[config.mk]
export PLATFORM = sky130hd
export DESIGN_NAME = sevenseg_scan_driver_flat
export DESIGN_NICKNAME = d
export VERILOG_FILES = /design/src/rtl/sevenseg_scan_if.sv /design/src/rtl/sevenseg_scan_driver.sv /design/src/flat_wrapper.sv
export SDC_FILE = /design/constraint.sdc
export NUM_CORES = 1
export LEC_CHECK = 0
export CAP_MARGIN = 40
export CORE_MARGIN = 3
export CORE_UTILIZATION = 49
export DETAILED_ROUTE_END_ITERATION = 10
export PLACE_DENSITY_LB_ADDON = 0.05
export SYNTH_ARGS = -nofsm -noshare
export SYNTH_HDL_FRONTEND = slang
export SYNTH_SLANG_ARGS = --single-unit
[constraint.sdc]
create_clock -name clk -period 2.2 [get_ports clk]
set_input_delay 0.55 -clock clk [delete_from_list [all_inputs] [get_ports clk]]
set_output_delay 0.55 -clock clk [all_outputs]
set_load 0.01 [all_outputs]
[src/rtl/sevenseg_scan_if.sv]
// Signal bundle between a hex-word producer, the 7-segment scan driver and the board pins.
// load is a one-cycle strobe with no ready: the driver accepts every load, the last one before a frame boundary wins.
interface sevenseg_scan_if #(
   parameter int DIGITS = 4
);
   logic                  enable;
   logic                  load;
   logic [4*DIGITS-1:0]   value;
   logic [DIGITS-1:0]     dp_in;
   logic                  lz_en;
   logic [6:0]            seg;
   logic                  dp;
   logic [DIGITS-1:0]     an;
   logic                  pending;
   logic                  frame_done;

   modport master (
      output enable, load, value, dp_in, lz_en,
      input  seg, dp, an, pending, frame_done
   );

   modport slave (
      input  enable, load, value, dp_in, lz_en,
      output seg, dp, an, pending, frame_done
   );
endinterface

[src/rtl/sevenseg_scan_driver.sv]
// Time-multiplexed 7-segment driver: scans one digit per refresh slot from a shadow copy
// that only changes at frame boundaries, with anti-ghost blanking and leading-zero suppression.
module sevenseg_scan_driver #(
   parameter int DIGITS         = 4,
   parameter int REFRESH_DIV    = 1000,
   parameter int BLANK_CYCLES   = 1,
   parameter bit SEG_ACTIVE_LOW = 1'b0,
   parameter bit AN_ACTIVE_LOW  = 1'b0
) (
   input logic          clk,
   input logic          rst,
   sevenseg_scan_if.slave bus
);
   localparam int CW = (REFRESH_DIV > 1) ? $clog2(REFRESH_DIV) : 1;
   localparam int IW = (DIGITS > 1) ? $clog2(DIGITS) : 1;
   localparam int SW = 5 * DIGITS;
   localparam logic [CW-1:0]     CNT_LAST  = CW'(REFRESH_DIV - 1);
   localparam logic [CW-1:0]     CNT_BLANK = CW'(BLANK_CYCLES);
   localparam logic [IW-1:0]     IDX_LAST  = IW'(DIGITS - 1);
   localparam logic [6:0]        SEG_OFF   = {7{SEG_ACTIVE_LOW}};
   localparam logic              DP_OFF    = SEG_ACTIVE_LOW;
   localparam logic [DIGITS-1:0] AN_OFF    = {DIGITS{AN_ACTIVE_LOW}};

   logic [CW-1:0]       cnt_q, cnt_d;
   logic [IW-1:0]       idx_q, idx_d;
   logic [SW-1:0]       stage_q, stage_d;
   logic [SW-1:0]       shadow_q, shadow_d;
   logic                pending_q, pending_d;
   logic                frame_done_q, frame_done_d;
   logic [6:0]          seg_q, seg_d;
   logic                dp_q, dp_d;
   logic [DIGITS-1:0]   an_q, an_d;
   logic                slot_end, boundary;
   logic [4*DIGITS-1:0] shadow_val;
   logic [DIGITS-1:0]   shadow_dp;
   logic [3:0]          nib;
   logic [6:0]          seg_lit;
   logic                lz_blank;

   function automatic logic [6:0] hex_to_seg(input logic [3:0] n);
      case (n)
         4'h0: hex_to_seg = 7'b1111110;
         4'h1: hex_to_seg = 7'b0110000;
         4'h2: hex_to_seg = 7'b1101101;
         4'h3: hex_to_seg = 7'b1111001;
         4'h4: hex_to_seg = 7'b0110011;
         4'h5: hex_to_seg = 7'b1011011;
         4'h6: hex_to_seg = 7'b1011111;
         4'h7: hex_to_seg = 7'b1110000;
         4'h8: hex_to_seg = 7'b1111111;
         4'h9: hex_to_seg = 7'b1110011;
         4'hA: hex_to_seg = 7'b1110111;
         4'hB: hex_to_seg = 7'b0011111;
         4'hC: hex_to_seg = 7'b1001110;
         4'hD: hex_to_seg = 7'b0111101;
         4'hE: hex_to_seg = 7'b1001111;
         default: hex_to_seg = 7'b1000111;
      endcase
   endfunction

   // Scan position and staging -> shadow transfer.
   always_comb begin
      slot_end     = (cnt_q == CNT_LAST);
      boundary     = bus.enable && slot_end && (idx_q == IDX_LAST);
      cnt_d        = cnt_q;
      idx_d        = idx_q;
      stage_d      = stage_q;
      shadow_d     = shadow_q;
      pending_d    = pending_q;
      frame_done_d = boundary;
      if (bus.enable) begin
         cnt_d = slot_end ? '0 : cnt_q + 1'b1;
         if (slot_end) idx_d = (idx_q == IDX_LAST) ? '0 : idx_q + 1'b1;
      end
      if (bus.load) stage_d = {bus.value, bus.dp_in};
      if (boundary) begin
         // A load landing on the boundary goes straight to the shadow so it is not held a whole frame.
         if (bus.load)      shadow_d = {bus.value, bus.dp_in};
         else if (pending_q) shadow_d = stage_q;
         pending_d = 1'b0;
      end else if (bus.load) begin
         pending_d = 1'b1;
      end
   end

   // Segment/anode values for the current slot, polarity applied last.
   always_comb begin
      shadow_val = shadow_q[SW-1:DIGITS];
      shadow_dp  = shadow_q[DIGITS-1:0];
      nib        = shadow_val[4*idx_q +: 4];
      lz_blank   = bus.lz_en && (idx_q != '0);
      for (int j = 0; j < DIGITS; j++) begin
         if ((IW'(j) >= idx_q) && (shadow_val[4*j +: 4] != 4'h0)) lz_blank = 1'b0;
      end
      seg_lit = lz_blank ? 7'b0000000 : hex_to_seg(nib);
      seg_d   = SEG_OFF;
      dp_d    = DP_OFF;
      an_d    = AN_OFF;
      if (bus.enable) begin
         seg_d = seg_lit ^ SEG_OFF;
         dp_d  = shadow_dp[idx_q] ^ DP_OFF;
         if (cnt_q >= CNT_BLANK) begin
            an_d        = '0;
            an_d[idx_q] = 1'b1;
            an_d        = an_d ^ AN_OFF;
         end
      end
   end

   always_ff @(posedge clk or posedge rst) begin
      if (rst) begin
         cnt_q        <= '0;
         idx_q        <= '0;
         stage_q      <= '0;
         shadow_q     <= '0;
         pending_q    <= 1'b0;
         frame_done_q <= 1'b0;
         seg_q        <= SEG_OFF;
         dp_q         <= DP_OFF;
         an_q         <= AN_OFF;
      end else begin
         cnt_q        <= cnt_d;
         idx_q        <= idx_d;
         stage_q      <= stage_d;
         shadow_q     <= shadow_d;
         pending_q    <= pending_d;
         frame_done_q <= frame_done_d;
         seg_q        <= seg_d;
         dp_q         <= dp_d;
         an_q         <= an_d;
      end
   end

   assign bus.seg        = seg_q;
   assign bus.dp         = dp_q;
   assign bus.an         = an_q;
   assign bus.pending    = pending_q;
   assign bus.frame_done = frame_done_q;
endmodule
[src/flat_wrapper.sv]
// flat-port wrapper written by rule: the top's interface ports become plain ports
module sevenseg_scan_driver_flat 
#(
   parameter int DIGITS         = 4,
   parameter int REFRESH_DIV    = 1000,
   parameter int BLANK_CYCLES   = 1,
   parameter bit SEG_ACTIVE_LOW = 1'b0,
   parameter bit AN_ACTIVE_LOW  = 1'b0
)
  (clk, rst, bus_enable, bus_load, bus_value, bus_dp_in, bus_lz_en, bus_seg, bus_dp, bus_an, bus_pending, bus_frame_done);
  sevenseg_scan_if #(.DIGITS(DIGITS)) bus_i ();
  input logic clk;
  input logic rst;
  input wire logic [$bits(bus_i.enable)-1:0] bus_enable;
  input wire logic [$bits(bus_i.load)-1:0] bus_load;
  input wire logic [$bits(bus_i.value)-1:0] bus_value;
  input wire logic [$bits(bus_i.dp_in)-1:0] bus_dp_in;
  input wire logic [$bits(bus_i.lz_en)-1:0] bus_lz_en;
  output wire logic [$bits(bus_i.seg)-1:0] bus_seg;
  output wire logic [$bits(bus_i.dp)-1:0] bus_dp;
  output wire logic [$bits(bus_i.an)-1:0] bus_an;
  output wire logic [$bits(bus_i.pending)-1:0] bus_pending;
  output wire logic [$bits(bus_i.frame_done)-1:0] bus_frame_done;
  assign bus_i.enable = bus_enable;
  assign bus_i.load = bus_load;
  assign bus_i.value = bus_value;
  assign bus_i.dp_in = bus_dp_in;
  assign bus_i.lz_en = bus_lz_en;
  assign bus_seg = bus_i.seg;
  assign bus_dp = bus_i.dp;
  assign bus_an = bus_i.an;
  assign bus_pending = bus_i.pending;
  assign bus_frame_done = bus_i.frame_done;
  sevenseg_scan_driver #(.DIGITS(DIGITS), .REFRESH_DIV(REFRESH_DIV), .BLANK_CYCLES(BLANK_CYCLES), .SEG_ACTIVE_LOW(SEG_ACTIVE_LOW), .AN_ACTIVE_LOW(AN_ACTIVE_LOW)) u_core (.clk(clk), .rst(rst), .bus(bus_i));
endmodule
Yosys cells after proc, flatten, opt, wreduce, memory -nomap -nowiden
Memories as Yosys holds them, arrays and structs flattened.
Cells that the tools add are included.

storage, ports and cells
  output and inout bits = 14
  register bits = 66
  input bits = 25
  memories = 1
  ROM bits = 112

cells by class
  $add $sub $neg = 2
  $lt $le $gt $ge = 7
  muxes and demuxes = 19
  reduce and logical (&&, ||, !) cells = 17
  eq/ne operators = 2
  shift operators = 1

memories
  name              depth  width  read ports  clocked after Yosys merged registers in  write ports  RTL line                    source
  (name not given)  16     7      1           0                                        0            sevenseg_scan_driver.sv:41  case (n)

operators by type and width
  operator                                               count
  two-way mux 20 bit                                     2
  nonzero test 4 bit                                     4
  variable part select 16 x 5 -> 4 bit                   1
  two-way mux 7 bit                                      2
  adder 10 x 1 -> 10 bit (second input constant)         1
  == test 10 bit (second input constant)                 1
  >= comparator 10 x 1 -> 1 bit (second input constant)  1
  two-way mux 10 bit                                     1
  two-way mux 1 bit                                      9
  logical AND 1 bit                                      8
  two-way mux 4 bit                                      2
  nonzero test 2 bit                                     3
  >= comparator 1 x 2 -> 1 bit (first input constant)    2
  >= comparator 2 bit (first input constant)             2
  AND reduction 2 bit                                    2
  < comparator 2 x 3 -> 1 bit (second input constant)    1
  adder 2 x 1 -> 2 bit (second input constant)           1
  binary-select mux 1 bit (select 2 bit)                 1
  demux 1 bit (select 2 bit)                             1
  == test 2 bit (second input constant)                  1
  >= comparator 2 x 1 -> 1 bit (second input constant)   1
  two-way mux 2 bit                                      1

Depth between registers and ports, before layout
  depth after elaboration = 8
  gate-level depth with buffers = 7

Least setup slack after synthesis
OpenSTA, ideal clock, no wires.

  kind = flip-flop to flip-flop
  start = register u_core.idx_q[0]
  end = register u_core.seg_q[6], in the netlist u_core.bus.seg[6]
  period minus slack after synthesis = 2.113 ns
  slack = 0.087 ns
  data arrival time = 2.048 ns
  setup time = 0.065 ns
  required time = 2.135 ns
  cell stages (with the launch flop) = 7
  buffers on the path = 1
  cell sequence = dfrtp_1 > buf_6 > mux4_1 > ha_1 > or3b_2 > o221ai_1 > and2b_1

between the ends
  longest elaborated chain between the ends = 8
  elaborated cells between the ends (all ways) = 18
  those cells by class = 4 x order compare; 1 x shift; 6 x mux; 6 x reduce/logical; 1 x memory

ends and longest elaborated chain
  item                                                         RTL line                     source
  start, declared                                              sevenseg_scan_driver.sv:25   logic [IW-1:0] idx_q, idx_d;
  start signal, assigned                                       sevenseg_scan_driver.sv:123  idx_q <= idx_d;
  branches (longest 6 deep; another with memory (16 x 7 bit))  -
  two-way mux 7 bit (*)                                        sevenseg_scan_driver.sv:95   seg_lit = lz_blank ? 7'b0000000 : hex_to_seg(nib);
  two-way mux 7 bit (*)                                        sevenseg_scan_driver.sv:99   if (bus.enable) begin
  net u_core.seg_d[6]                                          sevenseg_scan_driver.sv:30   logic [6:0] seg_q, seg_d;
  end signal, assigned                                         sevenseg_scan_driver.sv:128  seg_q <= seg_d;
  end, declared                                                sevenseg_scan_driver.sv:30

Mark *: on every way through the listed nets, which the timed path passes.
A chain may end at the register's enable or synchronous reset.

Worst setup path after layout
Same ends and word-level chain as after synthesis.

==> results.py <==
metrics = {
    "timing": {
        "finalWorstSetupSlack_ns": 0.119,
        "finalSetupTns_ns": 0,
        "fin_worst_skew_ns": 0.00924,
        "setup_viol": 0,
        "fmax_mhz": 480,
        "relSlewSlack_pct": 61.2,
        "rsz0062_at_grt": "false",
        "min_period_ns": 2.08,
        "hold_viol": 0,
        "worst_pin_slew_ns": 0.581,
        "period_share_pct": 94.6,
        "hold-worst-slack_ns": 0.502,
        "final_max_slew_viol_count": 0,
    },
    "synthesis": {
        "yosysWarnings": 0,
        "synth.net_count": 269,
        "synth_compound_area_share_pct": 4.61,
        "postSynthAreaPerCell_sq_um": 13.0,
        "synth.area.mux_share_pct": 19.8,
        "synth_xor_xnor_area_share_pct": 1.74,
        "synth_top_family_by_area": "multiplexers",
        "synth_seq_cells": 66,
        "ys_seq_area_share_pct": 54.8,
        "synthSimpleGateAreaFrac_pct": 10.9,
        "syn_inst": 231,
        "syn-cell-area_sq_um": 3010,
        "synthDistinctLibCells": 39,
        "synth_fa_ha_area_share_pct": 5.40,
    },
    "run": {
        "drv_cap": 0,
    },
    "route": {
        "dr.first_iter.drc_count": 103,
        "drt-vias-per-instance": 5.34,
        "drt_first_pass_iters": 6,
        "drcViolationCount": 0,
        "num_vias": 1932,
        "wirelength_mm": 5.46,
        "drt-wirelength-per-cell_microns": 15.1,
        "ant_nets": 0,
    },
    "power": {
        "p_switching_uw": 695,
        "pwr-share-clk_pct": 36.9,
        "pwr_density_cell_nw_per_um2": 716,
        "power_leakage_uw": 0.00172,
        "pwr-share-comb_pct": 12.3,
        "pwr-share-seq_pct": 50.8,
        "swShare_pct": 25.7,
        "total_power_uw": 2700,
        "peakVddDrop_mv": 0.520,
        "internal_power_uw": 2010,
    },
    "global_routing": {
        "grt_pass1_wl_mm": 9.59,
        "track_usage_pct": 17.1,
        "antenna_found_initial": 0,
        "grt_pass1_vias": 1954,
        "grt_max_degree": 26,
        "overflow": 0,
    },
    "critical_path": {
        "worstSetupEndpointType": "register",
        "reg2reg_from": "u_core.idx_q[0]",
        "required_ns": 2.47,
        "rrSetupSlack_ns": 0.12,
        "crit_path_max_fanout": 3,
        "cp.arrival_ns": 2.36,
        "r2r-end": "u_core.bus.seg[6]",
        "worstSetupStartpointType": "register",
        "crit_type": "reg2reg",
        "rr_worst_depth": 5,
    },
    "floorplan": {
        "die_height_microns": 84.4,
        "row_count": 27,
        "fp.dieW_microns": 84.4,
        "io_pins": 39,
        "start_util_pct": 52.5,
        "dieArea_sq_um": 7130,
        "core_sq_um": 5740,
    },
    "clock_tree": {
        "cts_tree": "built",
        "cts.repair.resized": 0,
        "postCtsHoldBufs": 0,
        "insertion_delay_ns": 0.34,
        "clock-root-buffer": "clkbuf_8",
        "cts.reportedPaths.clkPinSlew_ns": 0.07,
        "clock_path_buffers": 2,
        "post-cts-setup-buffers": 0,
        "cts_sinks": 66,
        "cts_buffers": 9,
        "cts_max_level": 3,
    },
    "finish": {
        "stdcell_count": 362,
        "nFillCells": 463,
        "layout-drive-gt1-share_pct": 27.2,
        "multi_input_area_sq_um": 1280,
        "layout.nets": 323,
        "area_growth_pct": 25.1,
        "n_antenna_cell": 0,
        "seqCellArea_sq_um": 1650,
    },
    "place": {
        "hpwl_mm": 3.99,
        "dp_cells": 346,
        "io_buffers": 38,
        "dp_slack_ns": -0.190,
        "gp_congestion": 0.803,
    },
    "hold_path": {
        "hp-start": "u_core.stage_q[16]",
        "min_path_type": "reg2reg",
        "min_to": "u_core.stage_q[16]",
        "min_path_cells": 1,
    },
    "outcome": {
        "status": "finished, final reports clean",
    },
}
==> sequential cells by signal, indices dropped and copies added (netlist names) <==
signal / flops
u_core.shadow_q: 20
u_core.bus.seg: 7
u_core.cnt_q: 10
u_core.bus.frame_done: 1
u_core.bus.pending: 1
u_core.stage_q: 20
u_core.idx_q: 2
u_core.bus.dp: 1
u_core.bus.an: 4
==> critical path, cell delays in order, from the launching register on <==
cell      delay [ns]
dfrtp_1         0.40
mux4_1          0.65
ha_1            0.28
or3b_2          0.47
o221ai_1        0.08
and2b_1         0.14
==> metrics by stage <==
| step | area [sq um] | util [%] |
|---|---|---|
| floorplan | 3020 | - |
| global placement | 3580 | 62.3 |
| detailed placement | 3580 | 62.3 |
| CTS | 3770 | 65.7 |
| global route | 3770 | 65.7 |
| finish | 3770 | 65.7 |
==> metal layers <==
layer  track usage (%)  wire, microns  up-vias
li1                  -              -      936
met1              22.5           2550      950
met2              27.0           2610       36
met3              4.61            204       10
met4              6.91             97        0
met5                 0              0        -
==> cell usage after synthesis <==
cell type	n	area, sq um
or3b_2	1	8.76
or3_1	3	18.8
nor2b_1	3	18.8
o21ai_0	5	25.0
and3b_1	1	8.76
nor3_1	6	30.0
a211oi_1	1	7.51
or2_2	3	18.8
nand2b_1	1	6.26
mux2_2	41	462
mux2i_1	1	10.0
nor4_1	6	37.5
mux4_1	3	78.8
a31oi_1	1	6.26
a21oi_1	5	25.0
dfrtp_1	66	1650
o221ai_1	1	8.76
o22ai_1	2	12.5
a221oi_2	1	15.0
nand3_1	4	20.0
a21o_1	1	7.51
buf_6	2	22.5
a211o_1	1	8.76
o21ai_1	1	5.00
nand4_1	3	18.8
ha_1	13	163
xor2_1	1	8.76
a311oi_1	2	17.5
clkbuf_1	3	11.3
xnor2_1	5	43.8
nand2_1	10	37.5
inv_1	8	30.0
and2_1	6	37.5
or2b_1	1	7.51
nand3b_1	2	15.0
buf_2	4	20.0
mux4_2	2	45.0
and2b_1	1	7.51
nor2_1	10	37.5
==> worst max path at each step <==
| stage | from | end | slack [ns] | depth (start not counted) |
|---|---|---|---|---|
| after floorplan | u_core.idx_q[0] | u_core.bus.seg[6] | 0.09 | 6 |
| after CTS | u_core.idx_q[0] | u_core.bus.seg[6] | 0.12 | 5 |
| final | u_core.idx_q[0] | u_core.bus.seg[6] | 0.12 | 5 |
| after global routing | bus_enable | u_core.shadow_q[5] | 0.02 | 6 |
| after detailed placement | bus_enable | u_core.shadow_q[19] | -0.19 | 6 |
| after global placement | bus_enable | u_core.shadow_q[5] | -0.18 | 6 |
==> final cells by class <==
cell class | instances | share of cell area, %
flip-flops and latches | 66 | 43.8
inverters | 8 | 0.896
clock buffers | 9 | 3.28
multi-input cells | 148 | 33.9
repair buffers | 52 | 13.9
well taps | 72 | 2.39
clock inverters | 7 | 1.86
==> cells by family after synthesis <==
kind of cell / count (synthesis)
fa+ha+maj: 13
flops: 66
compound gates: 21
xor+xnor: 6
buf+inv: 17
mux: 47
simple gates: 61
==> cells in the final DEF (no fill, tap or decap), types with 4 or more instances in the layout <==
cell              n
nand3_1           4
and2_1            6
clkbuf_8          9
mux2_2           41
clkdlybuf4s50_1  38
a21oi_1           5
nor4_1            6
nor2_1           10
nor3_1            6
inv_1             7
buf_4            11
ha_1             13
dfrtp_1          66
o21ai_0           5
nand2_1          10
xnor2_1           5
==> power by group through the flow <==
stage | sequential, uW | combinational [uW] | clock (uW)
finish | 1370 | 333 | 996
floorplan | 1390 | 195 | 0
global route | 1390 | 377 | 1070
global placement | 1400 | 330 | 0
detailed placement | 1400 | 337 | 0
CTS | 1370 | 339 | 1020
No activity file was read; power rests on OpenSTA's default activity.
